### config.mk
export PLATFORM = sky130hd
export DESIGN_NAME = io_port_responder
export DESIGN_NICKNAME = d
export VERILOG_FILES = /design/src/rtl/io_port_responder.sv
export SDC_FILE = /design/constraint.sdc
export NUM_CORES = 1
export LEC_CHECK = 0
export ABC_AREA = 1
export CORE_MARGIN = 2
export CORE_UTILIZATION = 46
export DETAILED_ROUTE_END_ITERATION = 8
export PLACE_DENSITY = 0.8
export REMOVE_ABC_BUFFERS = 1
export SETUP_SLACK_MARGIN = 0.4
export SYNTH_ARGS = -nofsm -noshare
export SYNTH_HDL_FRONTEND = slang
export SYNTH_SLANG_ARGS = --single-unit
### constraint.sdc
create_clock -name clock -period 2.95 [get_ports clock]
set_input_delay 0.885 -clock clock [delete_from_list [all_inputs] [get_ports clock]]
set_output_delay 0.885 -clock clock [all_outputs]
set_load 0.005 [all_outputs]
### src/rtl/io_port_responder.sv
`default_nettype none
// ============================================================================
// Module   : io_port_responder
// Brief    : Device-side IN/OUT responder. OUT words go through a small FIFO
//            to a valid/ready consumer. IN words come from a one-entry holding
//            register that a valid/ready producer fills.
//            Optional macro IO_PORT_STATS_EN adds the out_total pop counter.
// Revision : 1.0  initial release
// ============================================================================
module io_port_responder #(
    parameter int WIDTH    = 16,
    parameter int DEPTH    = 4,
    parameter int PTR_BITS = 2
) (
    input  logic                clock,
    input  logic                reset,
    input  logic                cpu_req,
    input  logic                cpu_we,
    input  logic [WIDTH-1:0]    cpu_wdata,
    output logic                cpu_ack,
    output logic [WIDTH-1:0]    cpu_rdata,
    output logic                cpu_busy,
    output logic [WIDTH-1:0]    dev_out_data,
    output logic                dev_out_valid,
    input  logic                dev_out_ready,
    input  logic [WIDTH-1:0]    dev_in_data,
    input  logic                dev_in_valid,
    output logic                dev_in_ready,
    output logic [PTR_BITS:0]   out_count
`ifdef IO_PORT_STATS_EN
    ,
    output logic [15:0]         out_total
`endif
);

    typedef enum logic [1:0] {
        S_IDLE     = 2'd0,
        S_OUT_WAIT = 2'd1,
        S_IN_WAIT  = 2'd2
    } state_t;

    localparam logic [PTR_BITS:0] c_FULL_COUNT = (PTR_BITS+1)'(DEPTH);

    state_t                 r_state;
    state_t                 w_state_nxt;
    logic [WIDTH-1:0]       r_mem [DEPTH];
    logic [PTR_BITS-1:0]    r_rd_ptr;
    logic [PTR_BITS-1:0]    r_wr_ptr;
    logic [PTR_BITS:0]      r_count;
    logic [WIDTH-1:0]       r_in_buf;
    logic                   r_in_full;
    logic [WIDTH-1:0]       r_pend_data;
    logic [WIDTH-1:0]       r_rdata;
    logic                   r_ack;

    logic                   w_full;
    logic                   w_pop;
    logic                   w_push;
    logic [WIDTH-1:0]       w_push_data;
    logic                   w_take;
    logic                   w_latch_pend;
    logic                   w_load;

    // Full is judged on the registered count only: a pop in the same cycle
    // does not make room until the next edge.
    assign w_full = (r_count == c_FULL_COUNT);
    assign w_pop  = (r_count != '0) && dev_out_ready;
    assign w_load = dev_in_valid && !r_in_full;

    always_comb begin
        w_state_nxt  = r_state;
        w_push       = 1'b0;
        w_push_data  = cpu_wdata;
        w_take       = 1'b0;
        w_latch_pend = 1'b0;
        case (r_state)
            S_IDLE: begin
                if (cpu_req) begin
                    if (cpu_we) begin
                        if (!w_full) begin
                            w_push = 1'b1;
                        end else begin
                            w_latch_pend = 1'b1;
                            w_state_nxt  = S_OUT_WAIT;
                        end
                    end else if (r_in_full) begin
                        w_take = 1'b1;
                    end else begin
                        w_state_nxt = S_IN_WAIT;
                    end
                end
            end
            S_OUT_WAIT: begin
                if (!w_full) begin
                    w_push      = 1'b1;
                    w_push_data = r_pend_data;
                    w_state_nxt = S_IDLE;
                end
            end
            S_IN_WAIT: begin
                if (r_in_full) begin
                    w_take      = 1'b1;
                    w_state_nxt = S_IDLE;
                end
            end
            default: w_state_nxt = S_IDLE;
        endcase
    end

    always_ff @(posedge clock) begin
        if (reset) begin
            r_state   <= S_IDLE;
            r_rd_ptr  <= '0;
            r_wr_ptr  <= '0;
            r_count   <= '0;
            r_in_full <= 1'b0;
            r_ack     <= 1'b0;
            r_rdata   <= '0;
        end else begin
            r_state <= w_state_nxt;
            r_ack   <= w_push || w_take;
            if (w_push) r_wr_ptr <= r_wr_ptr + 1'b1;
            if (w_pop)  r_rd_ptr <= r_rd_ptr + 1'b1;
            case ({w_push, w_pop})
                2'b10:   r_count <= r_count + 1'b1;
                2'b01:   r_count <= r_count - 1'b1;
                default: r_count <= r_count;
            endcase
            // Take and load are exclusive because the producer only sees
            // ready while the holding register is empty.
            if (w_take) begin
                r_rdata   <= r_in_buf;
                r_in_full <= 1'b0;
            end else if (w_load) begin
                r_in_full <= 1'b1;
            end
        end
    end

    // Data-only storage, no reset needed.
    always_ff @(posedge clock) begin
        if (!reset && w_push) r_mem[r_wr_ptr] <= w_push_data;
        if (!reset && w_load) r_in_buf <= dev_in_data;
        if (w_latch_pend)     r_pend_data <= cpu_wdata;
    end

`ifdef IO_PORT_STATS_EN
    logic [15:0] r_total;

    always_ff @(posedge clock) begin
        if (reset) begin
            r_total <= '0;
        end else if (w_pop) begin
            r_total <= r_total + 16'd1;
        end
    end

    assign out_total = r_total;
`endif

    assign cpu_ack       = r_ack;
    assign cpu_rdata     = r_rdata;
    assign cpu_busy      = (r_state != S_IDLE);
    assign dev_out_data  = r_mem[r_rd_ptr];
    assign dev_out_valid = (r_count != '0);
    assign dev_in_ready  = !r_in_full;
    assign out_count     = r_count;

endmodule
`default_nettype wire

### Word-level counts from Yosys, hierarchy flattened

Memory sizes are Yosys's and may differ from the RTL's. A register that Yosys moved wholly into a read port is not among the register bits.
Index checks and enable logic that the tools add are counted.

* bits in registers: 59
* bits in writable memories: 64
* input bits: 38
* output and inout port bits: 39
* logic and storage cells: 63
* memories: 1

Memory list
* r_mem: words 4, bits a word 16, read ports 1, clocked after Yosys merged registers in 1, write ports 1, line 46 `logic [WIDTH-1:0] r_mem [DEPTH];`

* add/sub/neg operators: 4
* eq/ne operators: 10
* muxes and demuxes: 26
* reductions and logical operators: 13

Operators with widths (count)
* 16-bit two-way mux: 2
* 2-bit two-way mux: 8
* 1-bit two-way mux: 12
* 2-bit inequality test (second input constant): 3
* 3-bit inequality test (second input constant): 2
* 2-bit case mux with 3 select lines: 1
* 3-bit case mux with 2 select lines: 1
* 5-bit AND reduction: 1
* 2-bit by 1-bit adder with 2-bit output (second input constant): 2
* 2-bit by 1-bit == test with 1-bit output (second input constant): 2
* 2-bit == test (second input constant): 2
* 1-bit logical AND: 4
* 1-bit case mux with 2 select lines: 2
* 2-bit nonzero test: 2
* 3-bit by 1-bit adder with 3-bit output (second input constant): 1
* 3-bit == test (second input constant): 1
* 3-bit nonzero test: 1
* 3-bit by 1-bit subtractor with 3-bit output (second input constant): 1
* 1-bit zero test: 2
* 2-bit zero test: 1
* 2-bit OR reduction: 1
* 1-bit logical OR: 1

### Logic depth before layout (Yosys ltp)

Gate-level depths: netlist of run 1.

* word-level depth: 8
* gate-level depth with buffers: 14
* depth with buffers taken out: 14

### Worst setup path before layout of run 1

OpenSTA, ideal clock, no wires.

* path type: input to register
* start: in cpu_we
* end: reg r_pend_data[0], enable pin
* setup time: 0.412 ns
* data arrival time: 2.164 ns
* data required time: 2.538 ns
* setup slack: 0.375 ns
* cell stages on the path: 2
* buffers on the path: 0
* cells stage by stage: nand2_1 nor3_1

* word-level cells in the longest chain between the ends: 3

RTL lines
* start, declared: line 18 `input logic cpu_we,`
* 1-bit two-way mux: line 79 `if (cpu_we) begin`
* 1-bit two-way mux: line 78 `if (cpu_req) begin`
* 1-bit two-way mux: line 76 `case (r_state)`
* via w_latch_pend: line 61 `logic w_latch_pend;`
* end signal, assigned: line 144 `if (w_latch_pend) r_pend_data <= cpu_wdata;`
* end, declared: line 52 `logic [WIDTH-1:0] r_pend_data;`

The timed path passes the listed nets, and every way through them passes these cells.
A chain may end at the register's enable or synchronous reset.

==> results of run 1 <==
## cells by family (layout without fill, tap and decap cells)
logic type	Yosys count	after routing	share of synthesized area
flip-flops	125	125	0.723
buffers and inverters	40	158	0.0376
AND/OR/NAND/NOR	129	129	0.112
multiplexers	16	16	0.0376
AO/OA/AOI/OAI	63	63	0.0728
adder cells (fa/ha/maj)	6	6	0.0172
## power by group through the flow
| stage | logic, µW | registers [µW] | clock network, µW |
|---|---|---|---|
| 3_3_place_gp | 876 | 2090 | 0 |
| 4_1_cts | 975 | 2070 | 2000 |
| 5_1_grt | 1200 | 2080 | 2080 |
| 6_report | 1100 | 2070 | 1980 |
| 3_5_place_dp | 909 | 2090 | 0 |
| 2_1_floorplan | 395 | 2110 | 0 |
## cell usage in the layout (no fill, tap or decap), types with 3 or more instances in the layout
cell type        synthesis  layout
nor2_2                   0       7
ha_1                     5       5
mux2_2                  16      16
o22ai_2                  0       6
clkbuf_8                 0       7
nand2_1                 51      51
buf_12                   0       3
buf_2                    0       4
clkinv_2                 0       3
buf_4                    0      12
nor2_1                  51      44
nand3_1                 22      22
o22ai_1                 16      10
clkbuf_2                 0      12
buf_6                    4       4
o21ai_0                 37      24
inv_1                   26      25
clkbuf_1                10       3
edfxtp_1                96      96
o21ai_1                  0      10
a21oi_1                  8       8
clkbuf_16                0      20
clkdlybuf4s50_1          0      60
dfxtp_1                 29      26
## worst reg2reg max path, delay by kind of cell (launching register included)
kind	cells	cell delay [ns]
buffers and inverters	3	0.26
adders and majority gates	2	0.51
DFF	1	0.32
and+or+nand+nor	5	0.37
AOI/OAI and AO/OA	4	0.47
## routing by layer
| metal | routed length, µm | vias up |
|---|---|---|
| met3 | 678 | 14 |
| li1 | - | 1544 |
| met4 | 132 | 0 |
| met1 | 4380 | 1555 |
| met5 | 0 | - |
| met2 | 5400 | 126 |
## cell usage after synthesis (2+ instances only)
library cell | count | area share
edfxtp_1 | 96 | 0.60
nand2_1 | 51 | 0.040
nor2_1 | 51 | 0.040
o21ai_0 | 37 | 0.039
dfxtp_1 | 29 | 0.12
inv_1 | 26 | 0.020
nand3_1 | 22 | 0.023
mux2_2 | 16 | 0.038
o22ai_1 | 16 | 0.021
clkbuf_1 | 10 | 0.0078
a21oi_1 | 8 | 0.0084
ha_1 | 5 | 0.013
buf_6 | 4 | 0.0094
nor2_4 | 2 | 0.0047
## state kept, by name, summed over array words and instances, names as in the netlist, named ones only
signal / count
r_mem: 64
out_count: 3
r_in_buf: 16
cpu_rdata: 16
r_state: 2
r_rd_ptr: 2
r_wr_ptr: 2
r_pend_data: 16
cpu_ack: 1
r_in_full: 1
## worst paths after layout
kind	to	slack, ns	depth (start not counted)
worst min register to register	out_count[0]	0.44	1
worst min-delay path	out_count[0]	0.44	1
worst max register to register	out_count[2]	0.91	14
worst max-delay path	dev_out_data[12]	0.38	6
## per-stage QoR
stage	std cells	hold slack, ns	setup WS, ns
floorplan	365	0.433	0.375
global placement	592	0.446	0.164
detailed placement	592	0.451	0.0974
CTS	629	0.464	0.259
global route	633	0.482	0.310
finish	633	0.441	0.383
## repair_timing
item | CTS | global route
setup buffers | 4 | 2
gates cloned | 1 | 2
endpoints found under the setup margin | 16 | 17
gates resized for setup | 47 | 56
pin swaps | 5 | 7
## final cells by class
| class | count | share of cell area |
|---|---|---|
| repair buffers | 100 | 0.150 |
| inverters | 26 | 0.0161 |
| well taps | 136 | 0.0260 |
| clock inverters | 4 | 0.00325 |
| clock buffers | 28 | 0.0854 |
| multi-input cells | 214 | 0.188 |
| flip-flops and latches | 125 | 0.531 |
==> flow_metrics.py, run 1 <==
metrics = {
    "status": {
        "status": "complete, no violations",
    },
    "timing": {
        "hold_violations": 0,
        "max_slew_margin": 0.686,
        "maxSlewViolCount": 0,
        "skew_ns": 0.00674,
        "min_period_ns": 2.57,
        "fin_crit_sh": 0.870,
        "rsz0062_at_grt": "yes",
        "tightestPinTransition_ns": 0.470,
        "max_freq_mhz": 390,
        "setup_violations": 0,
        "finalSetupTns_ns": 0,
    },
    "power_and_ir_drop": {
        "power_density_mw_per_mm2": 788,
        "clkPwrFrac": 0.384,
        "p_int_uw": 3820,
        "switching_share": 0.258,
        "seq_power_share": 0.402,
        "p_total_uw": 5150,
        "combPwrFrac": 0.214,
        "vdd_drop_max_mv": 0.408,
        "p_switching_uw": 1330,
        "p_leak_uw": 0.00247,
    },
    "die": {
        "start_util": 0.468,
        "dieArea_mm2": 0.0112,
        "io-pin-count": 77,
        "core_region_area_mm2": 0.0102,
        "dieWidth_um": 106,
        "die_h_um": 106,
        "rows": 37,
    },
    "place": {
        "dp_hpwl_um": 6160,
        "gp_congestion": 0.777,
        "place_area_mm2": 0.00576,
        "io_buffers": 76,
    },
    "synth": {
        "synth-seq-cells": 125,
        "synth_edf_count": 96,
        "syn_area_mm2": 0.00479,
        "ys.flop_type": "edfxtp_1",
        "ys_async_sr_fraction": 0,
        "syn_inst": 379,
        "ys_types": 20,
        "yosys_warnings": 0,
        "syn_area_per_cell_um2": 12.6,
        "yosysSeqAreaShare": 0.723,
    },
    "layout": {
        "fillers": 738,
        "stdcell_area_mm2": 0.00654,
        "drive_above_1_share": 0.223,
        "syn2layout_area_growth_pct": 36.4,
        "fin_util": 0.639,
        "antennaDiodeCount": 0,
        "multi_input_comb_area_mm2": 0.00123,
        "finalNetCount": 528,
        "regArea_mm2": 0.00347,
    },
    "setup_path": {
        "cp_top_family": "buffers and inverters",
        "required_ns": 2.07,
        "critPathMaxFanout": 5,
        "critPathMaxStageDelay_ns": 0.36,
        "arrival_ns": 1.68,
        "reg2reg_from": "out_count[1]",
        "crit_path_end_kind": "output port",
        "slowest_stage": "dfxtp_4",
        "path_buf_inv": 4,
        "crit_chain": "buf_12 > buf_16 > buf_6 > nor2_1 > o22ai_2 > buf_2",
        "crit_type": "reg -> out",
        "critPathLaunchType": "flop",
    },
    "routing": {
        "drt_iter0_drc": 143,
        "viasPerCell": 5.12,
        "wl_um": 10600,
        "drt-pass1-iter-count": 5,
        "vias": 3239,
        "wl_per_cell_um": 16.7,
        "ant_nets": 0,
        "route.detailed.drc": 0,
    },
    "global_route": {
        "met1_usage": 0.224,
        "grt_overflow": 0,
        "met2_usage": 0.328,
        "grt_max_degree": 26,
        "track_usage": 0.191,
        "grt_pass1_wl_um": 16100,
        "grt_pass1_vias": 3372,
        "use_met3": 0.0613,
        "busiest_layer": "met2",
        "antenna_found_initial": 0,
    },
    "flow_run": {
        "timing.max_cap.violations": 0,
    },
    "clocking": {
        "clock-sinks": 125,
        "htreeDepth": 4,
        "tritoncts": "done",
        "clkLatencyLatePin_ns": 0.52,
        "clk_pin_slew_ns": 0.06,
        "cts_root_buffer": "clkbuf_8",
        "clock_path_buffers": 2,
        "cts-buffers-inserted": 17,
        "cts_hold_buf": 0,
    },
    "worst_hold_path": {
        "hold_class": "reg -> reg",
        "hold_path.startpoint": "out_count[0]",
    },
}
Note: power is estimated with default switching activity, not from simulation.
==> run 2, diff against run 1 <==
--- a/config.mk
+++ b/config.mk
@@ -9,9 +9,11 @@
 export CORE_MARGIN = 2
 export CORE_UTILIZATION = 46
 export DETAILED_ROUTE_END_ITERATION = 8
-export PLACE_DENSITY = 0.8
+export HOLD_SLACK_MARGIN = 0.05
+export PLACE_DENSITY = 0.7
 export REMOVE_ABC_BUFFERS = 1
 export SETUP_SLACK_MARGIN = 0.4
+export SLEW_MARGIN = 0
 export SYNTH_ARGS = -nofsm -noshare
 export SYNTH_HDL_FRONTEND = slang
 export SYNTH_SLANG_ARGS = --single-unit
==> run 2 against run 1 <==
Effect of this change:
- cell area grew 0.77%
- combinational power shrank 5%
- critical path type unchanged
- critical endpoint is now dev_out_data[14]
- highest routed layer unchanged
- wire length shrank 6.8%
- critical path depth shrank 1
==> flow_metrics.py, run 2 (synthesis gave the netlist of run 1 again) <==
metrics = {
    "power_and_ir_drop": {
        "p_int_uw": 3980,
        "switching_share": 0.248,
        "vdd_drop_max_mv": 0.465,
        "clkPwrFrac": 0.410,
        "power_density_mw_per_mm2": 802,
        "seq_power_share": 0.392,
        "combPwrFrac": 0.198,
        "p_switching_uw": 1310,
        "p_leak_uw": 0.00248,
    },
    "die": {
        "die_h_um": 106,
        "dieWidth_um": 106,
        "core_region_area_mm2": 0.0102,
        "start_util": 0.468,
        "rows": 37,
        "dieArea_mm2": 0.0112,
        "io-pin-count": 77,
    },
    "place": {
        "dp_hpwl_um": 5870,
        "gp_congestion": 0.725,
        "io_buffers": 76,
    },
    "setup_path": {
        "r2r_cells": 14,
        "arrival_ns": 1.67,
        "r2r_setup_slack_ns": 0.85,
        "critPathLaunchType": "flop",
        "critPathMaxFanout": 16,
        "r2r-end": "out_count[2]",
        "crit_path_end_kind": "output port",
        "reg2reg_from": "out_count[0]",
        "crit_type": "reg -> out",
        "required_ns": 2.07,
    },
    "global_route": {
        "antenna_found_initial": 0,
        "grt_overflow": 0,
        "grt_pass1_vias": 3189,
        "grt_max_degree": 26,
        "grt_pass1_wl_um": 15300,
        "track_usage": 0.182,
    },
    "layout": {
        "fillers": 758,
        "layout_commonest_cell": "edfxtp_1",
        "syn2layout_area_growth_pct": 37.5,
        "largest_reg_flops": 64,
        "fin_util": 0.644,
        "antennaDiodeCount": 0,
        "drive_above_1_share": 0.219,
        "finalNetCount": 528,
        "largest-register": "r_mem",
        "final_cell_mix": "edfxtp_1 (96), clkdlybuf4s50_1 (60), nand2_1 (51)",
    },
    "timing": {
        "min_period_ns": 2.56,
        "skew_ns": 0.00852,
        "max_slew_margin": 0.695,
        "hold_violations": 0,
        "maxSlewViolCount": 0,
        "setup_violations": 0,
        "max_freq_mhz": 391,
        "finalSetupTns_ns": 0,
        "fin_crit_sh": 0.867,
        "tightestPinTransition_ns": 0.457,
        "rsz0062_at_grt": "yes",
    },
    "routing": {
        "viasPerCell": 5.03,
        "vias": 3181,
        "wl_per_cell_um": 15.6,
        "drt_iter0_drc": 156,
        "wl_um": 9870,
        "ant_nets": 0,
        "route.detailed.drc": 0,
        "drt-pass1-iter-count": 4,
    },
    "clocking": {
        "clk_pin_slew_ns": 0.06,
        "cts_root_buffer": "clkbuf_8",
        "tritoncts": "done",
        "cts-buffers-inserted": 17,
        "clkLatencyLatePin_ns": 0.51,
        "clock_path_buffers": 2,
        "clock-sinks": 125,
        "htreeDepth": 4,
        "cts_hold_buf": 0,
    },
    "status": {
        "status": "complete, no violations",
    },
    "worst_hold_path": {
        "min_path_cells": 1,
        "min_to": "out_count[0]",
        "hold_class": "reg -> reg",
        "hold_path.startpoint": "out_count[0]",
    },
    "flow_run": {
        "timing.max_cap.violations": 0,
    },
}
-- run 2: critical path: stages (launching register included) --
cell      delay, ns
dfxtp_4        0.37
inv_4          0.12
buf_16         0.15
o21ai_0        0.10
o22ai_1        0.24
clkbuf_2       0.18
-- run 2: layer usage --
| metal | global-route usage | vias to the layer above | wire length, µm |
|---|---|---|---|
| met2 | 0.293 | 110 | 4840 |
| met5 | 0 | - | 0 |
| met4 | 0.0761 | 0 | 172 |
| met3 | 0.0711 | 15 | 619 |
| li1 | - | 1546 | - |
| met1 | 0.220 | 1510 | 4240 |
-- run 2: per-stage QoR --
step                power (µW)  worst slack, ns  area (µm²)  hold WS (ns)  instances
global placement          2970            0.157        5780         0.436        593
floorplan                 2500            0.375        4710         0.433        365
global route              5510            0.374        6590         0.472        633
CTS                       5250            0.301        6510         0.451        628
finish                    5280            0.391        6590         0.445        633
detailed placement        3000           0.0733        5780         0.435        593
-- run 2: worst max path at each step --
stage,start,end,cells past startpoint
6_report,flop,dev_out_data[14],5
5_1_grt,flop,dev_out_data[0],5
4_1_cts,flop,dev_out_data[14],5
3_5_place_dp,cpu_we,out_count[2],13
3_3_place_gp,cpu_we,out_count[2],13
2_1_floorplan,cpu_we,r_pend_data[0],2
-- run 2: what timing repair did --
action / 4_1_cts / 5_1_grt
buffers inserted: 1 / 4
gates cloned: 2 / 1
pin swaps: 7 / 9
gates resized for setup: 51 / 54
endpoints found under the setup margin: 16 / 17
-- run 2: final cells by class --
type / count / area, µm² / share of cell area
clock buffers: 20 / 425 / 0.0646
clock inverters: 12 / 194 / 0.0294
multi-input cells: 214 / 1230 / 0.187
inverters: 26 / 100 / 0.0152
repair buffers: 100 / 997 / 0.151
flip-flops and latches: 125 / 3470 / 0.527
well taps: 136 / 170 / 0.0258
-- run 2: power by group through the flow --
stage                     clock, µW  sequential (µW)  combinational (µW)
after floorplan                   0             2110                 395
after global placement            0             2080                 886
after detailed placement          0             2090                 913
after CTS                      2200             2070                 993
after global routing           2270             2080                1150
final                          2160             2070                1050
